File: config.mk
export PLATFORM = sky130hd
export DESIGN_NAME = pipeline_ctrl
export DESIGN_NICKNAME = d
export VERILOG_FILES = /design/src/rtl/pipeline_pkg.sv /design/src/rtl/sat_counter.sv /design/src/rtl/pipeline_ctrl.sv
export SDC_FILE = /design/constraint.sdc
export NUM_CORES = 1
export LEC_CHECK = 0
export BUFFER_PORTS_ARGS = -buffer_cell sky130_fd_sc_hd__clkbuf_2
export CAP_MARGIN = 20
export CELL_PAD_IN_SITES_DETAIL_PLACEMENT = 1
export CELL_PAD_IN_SITES_GLOBAL_PLACEMENT = 1
export CORE_MARGIN = 2
export CORE_UTILIZATION = 30
export DETAILED_ROUTE_END_ITERATION = 10
export PLACE_DENSITY = 0.59
export SLEW_MARGIN = 20
export SYNTH_ARGS = -nofsm -noshare
export SYNTH_HDL_FRONTEND = slang
export SYNTH_SLANG_ARGS = --single-unit
File: constraint.sdc
create_clock -name clk -period 4.49 [get_ports clk]
set_input_delay 0.2245 -clock clk [delete_from_list [all_inputs] [get_ports clk]]
set_output_delay 0.2245 -clock clk [all_outputs]
set_load 0.005 [all_outputs]
File: src/rtl/pipeline_pkg.sv
// pipeline_pkg: shared types and helpers for the pipeline stall/flush sequencer.
//   pctrl_state_t  - sequencer state (RUN, MEM_WAIT, MDU_BUSY)
//   DEF_*          - default parameter values used by pipeline_ctrl
//   cnt_width()    - bits needed for a down/up counter that must hold 0..max_val
package pipeline_pkg;

  typedef enum logic [1:0] {
    RUN      = 2'd0,
    MEM_WAIT = 2'd1,
    MDU_BUSY = 2'd2
  } pctrl_state_t;

  localparam int DEF_MDU_LAT = 8;
  localparam int DEF_TIMEOUT = 255;
  localparam int DEF_CNT_W   = 32;

  // One spare bit above $clog2 so a counter can hold max_val itself, and so
  // a value of 1 still gets a 1-bit counter.
  function automatic int cnt_width(input int max_val);
    return $clog2(max_val) + 1;
  endfunction

endpackage

File: src/rtl/sat_counter.sv
// sat_counter: up-counter that sticks at all-ones instead of wrapping.
//   clk    - clock, rising edge
//   rst_n  - async active-low clear
//   inc    - count this cycle
//   count  - current value [W-1:0]
module sat_counter #(
  parameter int W = 32
) (
  input  logic         clk,
  input  logic         rst_n,
  input  logic         inc,
  output logic [W-1:0] count
);

  // Hold at the top value so long runs read as "at least this many" rather than
  // wrapping to a misleadingly small number.
  always_ff @(posedge clk or negedge rst_n) begin
    if (!rst_n) begin
      count <= '0;
    end else if (inc && (count != '1)) begin
      count <= count + 1'b1;
    end
  end

endmodule

File: src/rtl/pipeline_ctrl.sv
// pipeline_ctrl: central stall/flush sequencer for the 5-stage pipeline.
// Merges load-use stalls and E-stage redirects with data-memory waits and the
// iterative MDU, drives stage enables and bubble inserts, and counts stalls/flushes.
//   clk, rst_n                 - clock / async active-low reset
//   stall_lu                   - load-use hazard (load in E, dependent in D)
//   flush_branch, jump_e       - redirect resolved in E
//   dmem_req_m, dmem_ready     - M-stage memory access and its completion
//   mdu_op_e                   - E-stage instruction is MUL/DIV/REM
//   en_f..en_w                 - PC and pipeline register load enables
//   flush_d..flush_w           - bubble inserts into F-D, D-E, E-M, M-W
//   mdu_start, mdu_busy        - MDU launch pulse / MDU in progress
//   mem_timeout                - sticky: a memory wait reached TIMEOUT cycles
//   stall_cnt, flush_cnt       - saturating performance counters
module pipeline_ctrl
  import pipeline_pkg::*;
#(
  parameter int MDU_LAT = DEF_MDU_LAT,
  parameter int TIMEOUT = DEF_TIMEOUT,
  parameter int CNT_W   = DEF_CNT_W
) (
  input  logic             clk,
  input  logic             rst_n,
  input  logic             stall_lu,
  input  logic             flush_branch,
  input  logic             jump_e,
  input  logic             dmem_req_m,
  input  logic             dmem_ready,
  input  logic             mdu_op_e,
  output logic             en_f,
  output logic             en_d,
  output logic             en_e,
  output logic             en_m,
  output logic             en_w,
  output logic             flush_d,
  output logic             flush_e,
  output logic             flush_m,
  output logic             flush_w,
  output logic             mdu_start,
  output logic             mdu_busy,
  output logic             mem_timeout,
  output logic [CNT_W-1:0] stall_cnt,
  output logic [CNT_W-1:0] flush_cnt
);

  localparam int MCW = cnt_width(MDU_LAT);
  localparam int WCW = cnt_width(TIMEOUT);
  localparam logic [MCW-1:0] MDU_RELOAD = MCW'(MDU_LAT - 1);
  localparam logic [WCW-1:0] WAIT_LIMIT = WCW'(TIMEOUT);

  pctrl_state_t   state;
  logic [MCW-1:0] mdu_cnt;
  logic [WCW-1:0] wait_cnt;
  logic           mem_stall;
  logic           advance;
  logic           redirect_taken;

  assign mem_stall = dmem_req_m & ~dmem_ready;
  assign mdu_busy  = (state == MDU_BUSY);

  // Decode stage controls. "advance" marks cycles where E moves forward; only
  // then do redirects and load-use stalls matter, since a frozen E can neither
  // resolve a branch nor hand a load result to D. Reset overrides everything so
  // the pipeline registers hold bubbles while rst_n is low.
  always_comb begin
    en_f           = 1'b1;
    en_d           = 1'b1;
    en_e           = 1'b1;
    en_m           = 1'b1;
    en_w           = 1'b1;
    flush_d        = 1'b0;
    flush_e        = 1'b0;
    flush_m        = 1'b0;
    flush_w        = 1'b0;
    mdu_start      = 1'b0;
    advance        = 1'b0;
    redirect_taken = 1'b0;

    unique case (state)
      RUN: begin
        if (mem_stall) begin
          // Older instruction in M wins over a new MDU op in E.
          {en_f, en_d, en_e, en_m} = 4'b0000;
          flush_w = 1'b1;
        end else if (mdu_op_e) begin
          mdu_start = 1'b1;
          {en_f, en_d, en_e} = 3'b000;
          flush_m = 1'b1;
        end else begin
          advance = 1'b1;
        end
      end
      MEM_WAIT: begin
        if (mem_stall) begin
          {en_f, en_d, en_e, en_m} = 4'b0000;
          flush_w = 1'b1;
        end else begin
          advance = 1'b1;
        end
      end
      MDU_BUSY: begin
        if (mdu_cnt != '0) begin
          {en_f, en_d, en_e} = 3'b000;
          flush_m = 1'b1;
        end else begin
          advance = 1'b1;
        end
      end
      default: begin
        advance = 1'b1;
      end
    endcase

    // A redirect kills the wrong-path instructions in D and E, which makes any
    // load-use stall on them moot.
    if (advance && (flush_branch || jump_e)) begin
      flush_d        = 1'b1;
      flush_e        = 1'b1;
      redirect_taken = 1'b1;
    end else if (advance && stall_lu) begin
      en_f    = 1'b0;
      en_d    = 1'b0;
      flush_e = 1'b1;
    end

    if (!rst_n) begin
      {en_f, en_d, en_e, en_m, en_w}     = 5'b00000;
      {flush_d, flush_e, flush_m, flush_w} = 4'b1111;
      mdu_start      = 1'b0;
      redirect_taken = 1'b0;
    end
  end

  // Sequencer state. wait_cnt counts MEM_WAIT cycles starting at 1 and parks at
  // the limit; reaching the limit latches mem_timeout but never aborts the wait.
  // mdu_cnt counts down the remaining stall cycles; E advances when it hits 0.
  always_ff @(posedge clk or negedge rst_n) begin
    if (!rst_n) begin
      state       <= RUN;
      mdu_cnt     <= '0;
      wait_cnt    <= '0;
      mem_timeout <= 1'b0;
    end else begin
      unique case (state)
        RUN: begin
          if (mem_stall) begin
            state    <= MEM_WAIT;
            wait_cnt <= WCW'(1);
          end else if (mdu_op_e) begin
            state   <= MDU_BUSY;
            mdu_cnt <= MDU_RELOAD;
          end
        end
        MEM_WAIT: begin
          if (wait_cnt == WAIT_LIMIT) begin
            mem_timeout <= 1'b1;
          end
          if (mem_stall) begin
            if (wait_cnt != WAIT_LIMIT) begin
              wait_cnt <= wait_cnt + 1'b1;
            end
          end else begin
            state    <= RUN;
            wait_cnt <= '0;
          end
        end
        MDU_BUSY: begin
          if (mdu_cnt == '0) begin
            state <= RUN;
          end else begin
            mdu_cnt <= mdu_cnt - 1'b1;
          end
        end
        default: begin
          state <= RUN;
        end
      endcase
    end
  end

  // The MDU owns E for its whole run, so nothing older may still be in M
  // issuing a memory access.
  assert property (@(posedge clk) disable iff (!rst_n)
                   (state == MDU_BUSY) |-> !dmem_req_m);

  sat_counter #(.W(CNT_W)) u_stall_cnt (
    .clk   (clk),
    .rst_n (rst_n),
    .inc   (~en_f),
    .count (stall_cnt)
  );

  sat_counter #(.W(CNT_W)) u_flush_cnt (
    .clk   (clk),
    .rst_n (rst_n),
    .inc   (redirect_taken),
    .count (flush_cnt)
  );

endmodule
==> summary.log, run 1 <==
INFO  layout         postLayoutCoreUtil=0.368
INFO  drt            ant_nets=0
INFO  placed_design  port-buffer-count=83
INFO  clocking       cts_inserted_buffers=9
INFO  power          power.share.sequential=0.460
INFO  worst_setup_path startpoint_kind_of_the_worst_setup_timing_path=flip-flop
INFO  timing         finalWorstPathRequiredPeriod=2820ps
INFO  power          power.ir.vdd_worst=0.171mV
INFO  grt            grtUsageTotal=0.160
INFO  drt            count_of_tritonroute_iterations_in_the_first_routing_pass=4
INFO  worst_setup_path critPathMaxFanout=23
INFO  timing         final.setup_skew=4.37ps
INFO  min_path       hold_path.class=in2reg
INFO  yosys          postSynthRegisterBits=80
INFO  floorplanning  die-area=15000squm
INFO  worst_setup_path critical_path.slowest_cell=sky130_fd_sc_hd__nor2_2
INFO  power          power.density=422nW/um^2
INFO  power          combinationalPowerShare=0.228
INFO  drt            post_drt_wl_per_cell=16.0um
INFO  min_path       timing.hold.worst_path_depth=3
INFO  power          internal_power=1.43mW
INFO  drt            post-route-drc-count=0
INFO  yosys          synth_cell_type_count=50
INFO  floorplanning  initial_core_util=0.305
INFO  layout         layout.cells.most_common=sky130_fd_sc_hd__clkbuf_2
INFO  timing         slew_headroom=0.371
INFO  worst_setup_path criticalPathCategory=reg2out
INFO  clocking       ctsRootBufferMaster=sky130_fd_sc_hd__clkbuf_16
INFO  drt            via_count=3403
INFO  run            max-cap-violations=0
INFO  timing         setup_ws=1670ps
INFO  yosys          post_synth_inst_count=417
INFO  clocking       clock_tree_from_tritoncts=built
INFO  timing         final.setup.tns=0ps
INFO  worst_setup_path r2r.worst_path.cells=7
INFO  clocking       htree_levels=3
INFO  layout         area_growth_from_synthesis_to_layout=20.5%
INFO  layout         num_antenna_cells=0
INFO  min_path       worst_hold_path.endpoint=state[0]
INFO  layout         final_cell_mix=82 x sky130_fd_sc_hd__clkbuf_2, 80 x sky130_fd_sc_hd__dfrtp_1, 40 x sky130_fd_sc_hd__nand2_1
INFO  drt            vias_per_cell=4.98
INFO  outcome        run_status=completed
INFO  worst_setup_path setup.reg_to_reg.worst_slack=1870ps
INFO  worst_setup_path longest_individual_stage_delay_on_the_worst_path=780ps
INFO  yosys          syn-mean-instance-area=10.1squm
INFO  yosys          synth.yosys.seq_area_share=0.476
INFO  clocking       worst_skew_pair.late_latency=340ps
INFO  clocking       cts.repair_timing.setup_buffer_count=0
INFO  drt            drt-initial-drc-count=98
INFO  timing         fmaxAchievable=0.355GHz
INFO  power          pwr-share-clk=0.313
INFO  placed_design  dp_hpwl=8020um
INFO  placed_design  pre_cts_slack=1870ps
INFO  power          switching_part_of_the_total=0.329
INFO  layout         finalNetCount=514
INFO  yosys          post_synth_edffs=0
INFO  clocking       cts.path.max_buffers=2
INFO  drt            finalWirelength=11000um
INFO  floorplanning  rows=43
INFO  timing         post-route-period-util=0.628
INFO  clocking       tritoncts_num_sinks=80
INFO  timing         setup_viol=0
INFO  yosys          ys_warn_count=0
INFO  floorplanning  core_area=13800squm
INFO  yosys          synth_fp_nets=430
INFO  yosys          syn-cell-area=4200squm
INFO  grt            pin_count_of_the_biggest_net_entering_global_routing=53
INFO  grt            grt_overflow=0
INFO  timing         tightestPinTransition=942ps
INFO  floorplanning  ios=84
INFO  grt            grt_pass1_vias=3513
INFO  floorplanning  floorplan.die.height=122um
INFO  yosys          ys_dominant_reg_cell=sky130_fd_sc_hd__dfrtp_1
INFO  timing         maxSlewViolCount=0
INFO  grt            first_pass_grt_wire_length=18500um
INFO  power          net-switching-power=702uW
INFO  worst_setup_path crit_path_cell_trace=inv_1 -> ha_1 -> nor3b_1 -> a22oi_4 -> nor2_2 -> clkbuf_2
INFO  yosys          async_reset_ff_frac=1.00
INFO  worst_setup_path arrival_time_worst_endpoint=2590ps
INFO  timing         rsz0062_at_grt=no
INFO  worst_setup_path timing.rr.start=mdu_cnt[0]
INFO  worst_setup_path critical_path_required=4270ps
INFO  worst_setup_path setup.worst_path.end_class=output pin
INFO  floorplanning  dieWidth=122um
INFO  clocking       reg_clk_slew_reported_paths=60ps
INFO  power          leakagePower=2.31nW
INFO  timing         finalHoldViolCount=0
INFO  layout         drive_above_1_share=0.237
INFO  grt            antenna_found_initial=0
INFO  worst_setup_path reg_to_reg_end=u_stall_cnt.count[1]
INFO  placed_design  finalWeightedCongestion=0.799
INFO  min_path       holdCritStartpoint=dmem_ready
[logic make-up (layout without fill, tap and decap cells)]
| logic type | Yosys count | after routing | synth area share |
|---|---|---|---|
| xor gates and xnor gates | 64 | 64 | 0.133 |
| adders and majority gates | 5 | 5 | 0.0149 |
| buffers and inverters | 26 | 112 | 0.0283 |
| muxes | 5 | 5 | 0.0131 |
| DFF | 80 | 80 | 0.476 |
| AOI/OAI and AO/OA | 27 | 27 | 0.0441 |
| and+or+nand+nor | 210 | 210 | 0.290 |
[layer usage]
layer | wire length [um] | global-route usage | vias to the layer above
li1 | - | - | 1626
met1 | 5180 | 0.218 | 1694
met2 | 5060 | 0.243 | 67
met3 | 474 | 0.0349 | 16
met4 | 243 | 0.0733 | 0
met5 | 0 | 0 | -
[flip-flops by register name (all words and copies together) (netlist names)]
register           count
mem_timeout            1
u_stall_cnt.count     32
mdu_cnt                4
wait_cnt               9
state                  2
u_flush_cnt.count     32
[worst max-delay path, delay by kind of cell, from the launching register on]
kind	cells	cell delay (ps)
AOI/OAI and AO/OA	1	190
DFF	1	400
buffers and inverters	2	330
and+or+nand+nor	2	1180
adders and majority gates	1	150
[power by group through the flow]
stage          Sequential (mW)  Clock, mW  Combinational (mW)
5_1_grt                   1.01      0.729               0.551
6_report                 0.982      0.668               0.486
3_5_place_dp             0.996          0               0.490
4_1_cts                  0.984      0.700               0.499
2_1_floorplan            0.954          0               0.313
3_3_place_gp             0.987          0               0.479
[synthesized netlist by cell type (7+ instances only)]
library cell	number	area, sq um
sky130_fd_sc_hd__dfrtp_1	80	2000
sky130_fd_sc_hd__nand2_1	40	150
sky130_fd_sc_hd__nand3_1	33	165
sky130_fd_sc_hd__xor2_1	33	289
sky130_fd_sc_hd__xnor2_1	31	272
sky130_fd_sc_hd__nor2_1	24	90.1
sky130_fd_sc_hd__nor3_1	21	105
sky130_fd_sc_hd__and3_1	17	106
sky130_fd_sc_hd__nand4_1	17	106
sky130_fd_sc_hd__inv_1	12	45.0
sky130_fd_sc_hd__a21oi_1	9	45.0
sky130_fd_sc_hd__and4_1	9	78.8
sky130_fd_sc_hd__nor3b_1	7	52.6
[what timing repair did]
| item | in CTS | in global routing |
|---|---|---|
| resized for setup | 0 | 0 |
| hold buffers | 1 | 0 |
| endpoints found under the hold margin | 33 | 0 |
[worst max-delay path by stage]
| stage | cells after the start | to | slack, ps | from |
|---|---|---|---|---|
| 6_report | 6 | en_d | 1670 | mdu_cnt[0] |
| 5_1_grt | 6 | en_d | 1450 | mdu_cnt[0] |
| 4_1_cts | 6 | en_d | 1640 | mdu_cnt[0] |
| 3_5_place_dp | 7 | u_stall_cnt.count[1] | 1870 | mdu_cnt[0] |
| 3_3_place_gp | 7 | u_stall_cnt.count[1] | 1930 | mdu_cnt[0] |
| 2_1_floorplan | 11 | wait_cnt[4] | 2220 | wait_cnt[0] |
[area by class of cell]
class                      instances  area, sq um
timing repair buffer              87          450
clock buffer                      12          256
multi-input combinational        311         2080
inverter                          12         45.0
clock inverter                     1         5.00
fill                            1602         8710
tap                              180          225
sequential                        80         2000
[per-stage QoR]
stage / instance area (sq um) / total power, mW / cells / hold slack (ps)
finish: 5060 / 2.14 / 683 / 239
global route: 5060 / 2.29 / 683 / 252
CTS: 5060 / 2.18 / 683 / 223
detailed placement: 4790 / 1.49 / 669 / 231
global placement: 4790 / 1.47 / 669 / 229
floorplan: 4200 / 1.27 / 417 / -71.1
Note: power is estimated with default switching activity, not from simulation.
==> inputs of run 2 (changes only) <==
--- a/config.mk
+++ b/config.mk
@@ -12,7 +12,7 @@
 export CORE_MARGIN = 2
 export CORE_UTILIZATION = 30
 export DETAILED_ROUTE_END_ITERATION = 10
-export PLACE_DENSITY = 0.59
+export PLACE_DENSITY = 0.61
 export SLEW_MARGIN = 20
 export SYNTH_ARGS = -nofsm -noshare
 export SYNTH_HDL_FRONTEND = slang
==> constraint.sdc (replaced) <==
create_clock -name clk -period 2.55 [get_ports clk]
set_input_delay 0.1275 -clock clk [delete_from_list [all_inputs] [get_ports clk]]
set_output_delay 0.1275 -clock clk [all_outputs]
set_load 0.005 [all_outputs]
==> run 2 against run 1 <==
Against the previous run:
- clock skew rose by 2.2 ps
- critical endpoint is now flush_m
- cell area rose by 3.5%
- die area did not move
- largest cell class unchanged
- critical path type unchanged
==> summary.log, run 2 (synthesis gave the netlist of run 1 again) <==
INFO  clocking       cts.path.max_buffers=2 [unchanged]
INFO  timing         fmaxAchievable=0.436GHz
INFO  layout         area_growth_from_synthesis_to_layout=24.8%
INFO  timing         setup_viol=0 [unchanged]
INFO  power          switching_part_of_the_total=0.308 [-0.0205]
INFO  clocking       cts_resized=0 [unchanged]
INFO  grt            grtUsageTotal=0.158 [-0.00177]
INFO  grt            grt_overflow=0 [unchanged]
INFO  timing         final.setup.tns=0ps [unchanged]
INFO  drt            finalWirelength=11100um [+1.2%]
INFO  worst_setup_path critical_path_required=2420ps [-1850 ps]
INFO  clocking       clock_tree_from_tritoncts=built
INFO  clocking       cts_inserted_buffers=9 [unchanged]
INFO  grt            first_pass_grt_wire_length=18500um [+0.15%]
INFO  clocking       htree_levels=3 [unchanged]
INFO  power          combinationalPowerShare=0.223 [-0.005]
INFO  power          pwr-share-clk=0.357 [+0.044]
INFO  min_path       hold_path.class=in2reg
INFO  clocking       worst_skew_pair.late_latency=340ps [about the same]
INFO  layout         finalNetCount=527 [+2.5%]
INFO  floorplanning  core_area=13800squm [unchanged]
INFO  power          power.ir.vdd_worst=0.325mV [+91%]
INFO  layout         num_antenna_cells=0 [unchanged]
INFO  placed_design  dp_hpwl=8280um [+3.3%]
INFO  timing         finalWorstPathRequiredPeriod=2290ps
INFO  worst_setup_path criticalPathCategory=reg2out
INFO  grt            grt_pass1_vias=3587 [+2.1%]
INFO  timing         slew_headroom=0.562 [+0.191]
INFO  timing         timing.hold.ws=157ps [-81.8 ps]
INFO  drt            count_of_tritonroute_iterations_in_the_first_routing_pass=4 [unchanged]
INFO  power          power.share.sequential=0.419 [-0.041]
INFO  worst_setup_path arrival_time_worst_endpoint=2160ps [-430 ps]
INFO  drt            post-route-drc-count=0 [unchanged]
INFO  timing         maxSlewViolCount=0 [unchanged]
INFO  worst_setup_path critPathMaxFanout=5 [-78%]
INFO  timing         final.setup_skew=6.61ps [+2.24 ps]
INFO  floorplanning  floorplan.die.height=122um [unchanged]
INFO  grt            antenna_found_initial=0 [unchanged]
INFO  power          net-switching-power=1.26mW [+79%]
INFO  worst_setup_path setup.worst_path.end_class=output pin
INFO  drt            via_count=3490 [+2.6%]
INFO  clocking       cts.repair_timing.setup_buffer_count=0 [unchanged]
INFO  floorplanning  initial_core_util=0.305 [unchanged]
INFO  layout         final_cell_mix=82 x sky130_fd_sc_hd__clkbuf_2, 80 x sky130_fd_sc_hd__dfrtp_1, 40 x sky130_fd_sc_hd__nand2_1
INFO  clocking       ctsRootBufferMaster=sky130_fd_sc_hd__clkbuf_16
INFO  placed_design  port-buffer-count=83 [unchanged]
INFO  run            max-cap-violations=0 [unchanged]
INFO  layout         final_cells=699 [+2.3%]
INFO  grt            pin_count_of_the_biggest_net_entering_global_routing=51 [-3.8%]
INFO  placed_design  finalWeightedCongestion=0.814 [+1.8%]
INFO  power          internal_power=2.82mW [+97%]
INFO  placed_design  dpl_cell_area=4900squm [+2.3%]
INFO  worst_setup_path startpoint_kind_of_the_worst_setup_timing_path=flip-flop
INFO  power          power.density=778nW/um^2 [+85%]
INFO  outcome        run_status=completed
INFO  drt            ant_nets=0 [unchanged]
INFO  layout         fin_area=5240squm [+3.5%]
INFO  floorplanning  ios=84 [unchanged]
INFO  clocking       reg_clk_slew_reported_paths=60ps [about the same]
INFO  floorplanning  dieWidth=122um [unchanged]
INFO  timing         post-route-period-util=0.899
INFO  timing         rsz0062_at_grt=no
INFO  floorplanning  rows=43 [unchanged]
INFO  layout         postLayoutCoreUtil=0.381 [+0.0130]
INFO  floorplanning  die-area=15000squm [unchanged]
INFO  power          leakagePower=2.41nW [+4.2%]
INFO  layout         layout_top_registers=u_flush_cnt.count x32, u_stall_cnt.count x32, wait_cnt x9
INFO  placed_design  dpl.cell_count=682 [+1.9%]
INFO  drt            post_drt_wl_per_cell=15.9um [-1.1%]
INFO  drt            drt-initial-drc-count=141 [+44%]
INFO  clocking       tritoncts_num_sinks=80 [unchanged]
INFO  timing         finalHoldViolCount=0 [unchanged]
INFO  timing         tightestPinTransition=656ps [-286 ps]
INFO  layout         layout.cells.most_common=sky130_fd_sc_hd__clkbuf_2
INFO  layout         drive_above_1_share=0.254 [+0.0178]
INFO  drt            vias_per_cell=4.99 [+0.21%]
-- run 2: stage by stage --
step                total power, mW  setup slack, ps
finish                         4.08              258
floorplan                      2.23              277
global placement               2.62              378
detailed placement             2.66              295
CTS                            4.16              223
global route                   4.35              119
-- run 2: repair_timing --
action,4_1_cts,5_1_grt
hold buffers,1,0
endpoints found under the setup margin,0,0
hold endpoints to repair,30,0
-- run 2: area by class of cell --
cell class | count | area, sq um
well taps | 180 | 225
fillers | 1613 | 8530
repair buffers | 100 | 561
clock buffers | 13 | 240
multi-input cells | 311 | 2080
inverters | 12 | 45.0
clock inverters | 3 | 90.1
flip-flops and latches | 80 | 2000
-- run 2: per-layer routing --
layer  GRT usage  wire length (um)  share of wire  vias up
met5           0                 0              0        -
met3      0.0293               365          0.033       12
met2       0.245              5220           0.47       64
met1       0.216              5280           0.48     1757
li1            -                 -              -     1657
met4      0.0704               220          0.020        0
-- run 2: worst paths after layout --
check,cells past startpoint,slack [ps],from,to
min in group asynchronous,3,380,rst_n,u_stall_cnt.count[8]
max reg2reg,11,290,wait_cnt[0],wait_cnt[3]
min,3,160,dmem_ready,state[0]
min reg2reg,1,480,mem_timeout,mem_timeout
max,8,260,mdu_cnt[0],flush_m
max in group asynchronous,4,1140,rst_n,u_flush_cnt.count[7]
-- run 2: critical path, stage by stage (launching register included) --
cell	delay, ps
sky130_fd_sc_hd__dfrtp_1	410
sky130_fd_sc_hd__inv_1	70
sky130_fd_sc_hd__ha_1	160
sky130_fd_sc_hd__nor3b_1	400
sky130_fd_sc_hd__nor2b_1	170
sky130_fd_sc_hd__or2_2	370
sky130_fd_sc_hd__inv_1	70
sky130_fd_sc_hd__nand2_1	50
sky130_fd_sc_hd__clkbuf_2	130
-- run 2: power by group through the flow --
| stage | clock (mW) | combinational, mW | sequential, mW |
|---|---|---|---|
| 3_3_place_gp | 0 | 0.904 | 1.72 |
| 4_1_cts | 1.51 | 0.936 | 1.71 |
| 2_1_floorplan | 0 | 0.551 | 1.68 |
| 3_5_place_dp | 0 | 0.926 | 1.74 |
| 6_report | 1.46 | 0.912 | 1.71 |
| 5_1_grt | 1.57 | 1.03 | 1.75 |
